$ cat src/rtl/atmega_eep_xfer.sv
// -----------------------------------------------------------------------------
// atmega_eep_xfer
// Initiator on the ATmega EEPROM external access port. Streams a complete
// EEPROM image in from a byte source (load) or out to a byte sink (dump), and
// holds the CPU off the EEPROM registers while a transfer is in progress.
//
// Parameters
//   EEP_SIZE   bytes per load/dump (2..131072)
//   AUTO_DUMP  1: start a dump on a rising edge of content_modified while idle
//
// Ports
//   clk, rst                   clock, synchronous active-high reset
//   load_start/dump_start      one-cycle start pulses (load wins a tie)
//   abort                      one-cycle pulse, drops any transfer, no done
//   busy, done, byte_cnt       status: in progress, completion pulse, count
//   cpu_hold                   CPU must keep off the EEPROM while high
//   content_modified           modified flag from the EEPROM block
//   s_data/s_valid/s_ready     load stream (sink side)
//   m_data/m_valid/m_ready     dump stream (source side)
//   ext_eep_*                  EEPROM external access port
// -----------------------------------------------------------------------------
module atmega_eep_xfer #(
    parameter int unsigned EEP_SIZE  = 512,
    parameter bit          AUTO_DUMP = 1'b0
) (
    input  logic        clk,
    input  logic        rst,
    input  logic        load_start,
    input  logic        dump_start,
    input  logic        abort,
    output logic        busy,
    output logic        done,
    output logic [16:0] byte_cnt,
    output logic        cpu_hold,
    input  logic        content_modified,
    input  logic [7:0]  s_data,
    input  logic        s_valid,
    output logic        s_ready,
    output logic [7:0]  m_data,
    output logic        m_valid,
    input  logic        m_ready,
    output logic [16:0] ext_eep_addr,
    output logic [7:0]  ext_eep_data_out,
    output logic        ext_eep_data_wr,
    input  logic [7:0]  ext_eep_data_in,
    output logic        ext_eep_data_rd,
    output logic        ext_eep_data_en
);

    localparam int unsigned ADDR_W = 17;
    localparam int unsigned DATA_W = 8;
    // One extra bit so a count equal to 131072 is still representable.
    localparam int unsigned CNT_W  = ADDR_W + 1;
    localparam logic [CNT_W-1:0] SIZE_C = CNT_W'(EEP_SIZE);

    typedef enum logic [2:0] {
        S_IDLE     = 3'd0,
        S_LOAD     = 3'd1,
        S_LOAD_WR  = 3'd2,
        S_DUMP_RD  = 3'd3,
        S_DUMP_CAP = 3'd4,
        S_DUMP_OUT = 3'd5,
        S_FIN      = 3'd6
    } state_e;

    state_e              state_q, state_d;
    logic [CNT_W-1:0]    cnt_q, cnt_d;
    logic [ADDR_W-1:0]   addr_q, addr_d;
    logic [DATA_W-1:0]   dout_q, dout_d;
    logic [DATA_W-1:0]   mdata_q, mdata_d;
    logic                cm_q;
    logic                busy_q, busy_d;
    logic                done_q, done_d;
    logic                s_ready_q, s_ready_d;
    logic                m_valid_q, m_valid_d;
    logic                wr_q, wr_d;
    logic                rd_q, rd_d;
    logic                cm_edge;

    // Rising edge of content_modified; only acted on in IDLE, so edges seen
    // during a transfer are dropped rather than queued.
    assign cm_edge = AUTO_DUMP && content_modified && !cm_q;

    // Next state, counters and datapath.
    always_comb begin
        state_d = state_q;
        cnt_d   = cnt_q;
        addr_d  = addr_q;
        dout_d  = dout_q;
        mdata_d = mdata_q;

        unique case (state_q)
            S_IDLE: begin
                if (load_start) begin
                    state_d = S_LOAD;
                    cnt_d   = '0;
                    addr_d  = '0;
                end else if (dump_start || cm_edge) begin
                    state_d = S_DUMP_RD;
                    cnt_d   = '0;
                    addr_d  = '0;
                end
            end
            S_LOAD: begin
                if (s_valid && s_ready_q) begin
                    dout_d  = s_data;
                    state_d = S_LOAD_WR;
                end
            end
            S_LOAD_WR: begin
                cnt_d   = cnt_q + CNT_W'(1);
                state_d = (cnt_d == SIZE_C) ? S_FIN : S_LOAD;
            end
            S_DUMP_RD: begin
                state_d = S_DUMP_CAP;
            end
            S_DUMP_CAP: begin
                // EEPROM read data is valid the cycle after the read request.
                mdata_d = ext_eep_data_in;
                state_d = S_DUMP_OUT;
            end
            S_DUMP_OUT: begin
                if (m_ready) begin
                    cnt_d   = cnt_q + CNT_W'(1);
                    state_d = (cnt_d == SIZE_C) ? S_FIN : S_DUMP_RD;
                end
            end
            S_FIN: begin
                state_d = S_IDLE;
            end
            default: begin
                state_d = S_IDLE;
            end
        endcase

        // Abort wins over every transition; a write already on the port completes.
        if (abort && (state_q != S_IDLE)) begin
            state_d = S_IDLE;
        end

        // The address follows the count only when a new access is issued, so
        // it never shows EEP_SIZE.
        if ((state_d == S_LOAD_WR) || (state_d == S_DUMP_RD)) begin
            addr_d = cnt_d[ADDR_W-1:0];
        end
    end

    // Output decode from the next state so every port comes straight off a flop.
    always_comb begin
        busy_d    = (state_d != S_IDLE);
        done_d    = (state_d == S_FIN);
        s_ready_d = (state_d == S_LOAD);
        wr_d      = (state_d == S_LOAD_WR);
        rd_d      = (state_d == S_DUMP_RD) || (state_d == S_DUMP_CAP);
        m_valid_d = (state_d == S_DUMP_OUT);
    end

    // State and output registers.
    always_ff @(posedge clk) begin
        if (rst) begin
            state_q   <= S_IDLE;
            cnt_q     <= '0;
            addr_q    <= '0;
            dout_q    <= '0;
            mdata_q   <= '0;
            cm_q      <= 1'b0;
            busy_q    <= 1'b0;
            done_q    <= 1'b0;
            s_ready_q <= 1'b0;
            m_valid_q <= 1'b0;
            wr_q      <= 1'b0;
            rd_q      <= 1'b0;
        end else begin
            state_q   <= state_d;
            cnt_q     <= cnt_d;
            addr_q    <= addr_d;
            dout_q    <= dout_d;
            mdata_q   <= mdata_d;
            cm_q      <= content_modified;
            busy_q    <= busy_d;
            done_q    <= done_d;
            s_ready_q <= s_ready_d;
            m_valid_q <= m_valid_d;
            wr_q      <= wr_d;
            rd_q      <= rd_d;
        end
    end

    assign busy             = busy_q;
    assign cpu_hold         = busy_q;
    assign ext_eep_data_en  = busy_q;
    assign done             = done_q;
    assign byte_cnt         = cnt_q[ADDR_W-1:0];
    assign s_ready          = s_ready_q;
    assign m_data           = mdata_q;
    assign m_valid          = m_valid_q;
    assign ext_eep_addr     = addr_q;
    assign ext_eep_data_out = dout_q;
    assign ext_eep_data_wr  = wr_q;
    assign ext_eep_data_rd  = rd_q;

endmodule

$ cat config.mk
export PLATFORM = sky130hd
export DESIGN_NAME = atmega_eep_xfer
export DESIGN_NICKNAME = d
export VERILOG_FILES = /design/src/rtl/atmega_eep_xfer.sv
export SDC_FILE = /design/constraint.sdc
export NUM_CORES = 1
export LEC_CHECK = 0
export CAP_MARGIN = 20
export CORE_MARGIN = 1
export CORE_UTILIZATION = 48
export DETAILED_ROUTE_END_ITERATION = 8
export PLACE_DENSITY = 0.78
export SLEW_MARGIN = 25
export SYNTH_ARGS = -nofsm -noshare
export SYNTH_HDL_FRONTEND = slang
export SYNTH_SLANG_ARGS = --single-unit
$ cat constraint.sdc
create_clock -name clk -period 3.9 [get_ports clk]
set_input_delay 0.78 -clock clk [delete_from_list [all_inputs] [get_ports clk]]
set_output_delay 0.78 -clock clk [all_outputs]
set_load 0.01 [all_outputs]
==> results.yml <==
synth:
  synth-edff-count: 0
  synth_most_common_cell: "dfxtp_1"
  syn-cell-area_um2: 3050
  synthFlopType: "dfxtp_1"
  synth_largest_area_cell: "dfxtp_1"
  ys_ff_latch: 60
  synth.top_cell.area_share_pct: 39.3
  yosysUniqueCellTypes: 61
  yosysWarnings: 0
  synthCells: 345
  synth_fp_nets: 370
  seq_area_frac_synth_pct: 39.3
  ys_async_sr_fraction_pct: 0
  syn_avg_cell_area_um2: 8.85
  post_synth_main_area_contributors: "dfxtp_1 (39%), mux2i_1 (6.9%), nor2_1 (5.7%)"
  synth_commonest_cells: "dfxtp_1 (60), nor2_1 (46), mux2i_1 (21), nand2_1 (20), buf_4 (19)"
die:
  initial_core_util_pct: 50.7
  fp-row-count: 28
  chipHeight_um: 81.8
  die_area_um2: 6680
  num_io_pins: 82
  die-width_um: 81.8
  core_area_um2: 6030
worst_setup_path:
  cp_slowest_cell: "dfxtp_1"
  crit_family: "compound AO/OA/AOI/OAI gates"
  crit_arrival_ps: 3390
  reg2regPathDepth: 9
  end_kind: "flop"
  cp.required_ps: 4130
  cp_num_cells: 9
  crit_type: "flop to flop"
  cp_max_fo: 18
  start_kind: "flop"
  critPathBufInv: 1
  crit_path_max_incr_delay_ps: 470
  cp_cell_sequence: "ha_1, and4_1, buf_4, nand4_1, a211oi_1, o2111ai_1, o41ai_2, o21bai_4, mux2_2"
routing:
  wl_um: 7310
  wl_per_cell_um: 15.2
  drtPass1Iterations: 4
  ant_nets: 0
  via_count: 2646
  routed_via_density: 5.51
  drc: 0
  drtIter0Drc: 167
power:
  seq_power_share_pct: 48.8
  irDropWorstVdd_mv: 0.261
  combPwrFrac_pct: 13.6
  p_sw_mw: 0.337
  p_leak_nw: 1.41
  switching_share_pct: 25.8
  power_density_nw_per_um2: 334
  p_clk_share_pct: 37.6
  internal-power_mw: 0.968
global_route:
  groute.usage.overall_pct: 23.5
  grt_overflow: 0
  grt_max_degree: 25
  grt_pass1_wl_um: 11800
  grt_pass1_vias: 2507
  antenna_found_initial: 0
cts:
  path_clk_slew_ps: 60
  cts_tree: "done"
  worstSkewPairLatency_ps: 340
  post_cts_resized: 0
  cts_buffers: 9
  cts_root_buf: "clkbuf_8"
  clock_path_buffers: 2
  cts_setup_buffers: 0
  hold_buffers: 0
  htree_levels: 3
  cts.sinks: 60
timing:
  fmax_mhz: 317
  final-setup-viol-count: 0
  relSlewSlack_pct: 42.8
  hold_slack_ps: 463
  period_share_pct: 81.0
  worst_pin_slew_ps: 855
  fin_crit_ps: 3160
  rsz0062_at_grt: "no"
  hold_viol: 0
  finClkSkew_ps: 6.70
  fin_setup_tns_ps: 0
  finalMaxSlewViolations: 0
cells_and_area:
  fin_nets: 426
  drive_gt1_share_pct: 11.1
  final_util_pct: 64.9
  synthToLayoutAreaGrowth_pct: 28.2
  diodes: 0
placement:
  port_buffers: 80
  dp_hpwl_um: 5210
  place_congestion: 0.864
worst_hold_path:
  hold_path.class: "flop to flop"
  hold_depth: 2
outcome:
  outcome: "finished clean"
job:
  maxCapViolCount: 0
[registers in the layout (all words and copies together), names as in the netlist]
signal            flops
ext_eep_data_out      8
m_valid               1
m_data                8
ext_eep_addr         17
ext_eep_data_wr       1
cnt_q                18
busy                  1
ext_eep_data_rd       1
done                  1
state_q               3
s_ready               1
[worst register-to-register path, cell delays in order, from the launching register on]
cell and delay (ps):
dfxtp_1 470, ha_1 330, and4_1 260, buf_4 180, nand4_1 120, a211oi_1 350
o2111ai_1 240, o41ai_2 320, o21bai_4 370, mux2_2 420
[final cells by class]
class                           count  area (um^2)
Clock inverter                      2         10.0
Inverter                           11         41.3
Tap cell                           75         93.8
Fill cell                         513         2110
Timing Repair Buffer               85          838
Clock buffer                       13          159
Sequential cell                    60         1200
Multi-Input combinational cell    234         1570
[cells by family after synthesis]
| group | share of synthesized area (%) |
|---|---|
| AO/OA/AOI/OAI | 15.3 |
| XOR/XNOR | 1.72 |
| adder cells (fa/ha/maj) | 0.738 |
| buffers and inverters | 9.51 |
| flip-flops | 39.3 |
| multiplexers | 11.8 |
| AND/OR/NAND/NOR | 21.6 |
[stage by stage]
stage,setup WS [ps],cell area (um^2),cells,total power [mW]
global route,485,3910,480,1.37
finish,743,3910,480,1.30
detailed placement,747,3740,465,0.825
floorplan,1110,3050,345,0.760
CTS,732,3910,480,1.31
global placement,612,3740,465,0.818
[metal layers]
| layer | up-vias | global-route usage, % | share of wire (%) |
|---|---|---|---|
| li1 | 1311 | - | - |
| met1 | 1247 | 28.5 | 44 |
| met2 | 80 | 39.2 | 49 |
| met3 | 8 | 7.22 | 5.7 |
| met4 | 0 | 7.54 | 1.1 |
| met5 | - | 0 | 0 |
[power by group through the flow]
stage,clock network [mW],registers (mW),logic (mW)
floorplan,0,0.649,0.111
global placement,0,0.648,0.170
detailed placement,0,0.649,0.176
CTS,0.500,0.636,0.177
global route,0.536,0.637,0.192
finish,0.491,0.636,0.178
[path summary, 6_finish.rpt]
path | startpoint | endpoint | slack, ps
max | cnt_q[0] | ext_eep_addr[6] | 740
min | ext_eep_addr[8] | ext_eep_addr[8] | 460
max reg2reg | cnt_q[0] | ext_eep_addr[6] | 740
min reg2reg | ext_eep_addr[8] | ext_eep_addr[8] | 460
[cell usage in the layout, fill, tap and decap left out, drive strengths merged, types with 2 or more instances in the layout]
master and n:
o21bai 2, nand2 20, o21a 2, or3 2, clkbuf 13, clkinv 2, and2 15, or4 2
nor2 46, dfxtp 60, nor3 4, or2 2, nand4 5, a31oi 4, nand3 8, o21ai 10
and3 6, clkdlybuf4s50 80, a21oi 17, and4 2, a311oi 3, mux2i 21, a22oi 4, inv 11
nor4b 3, nand2b 3, xnor2 5, a211oi 7, a31o 3, nor3b 3, mux2 12, o22ai 3
buf 5, nor4 3
(Power assumes the default switching activity.)
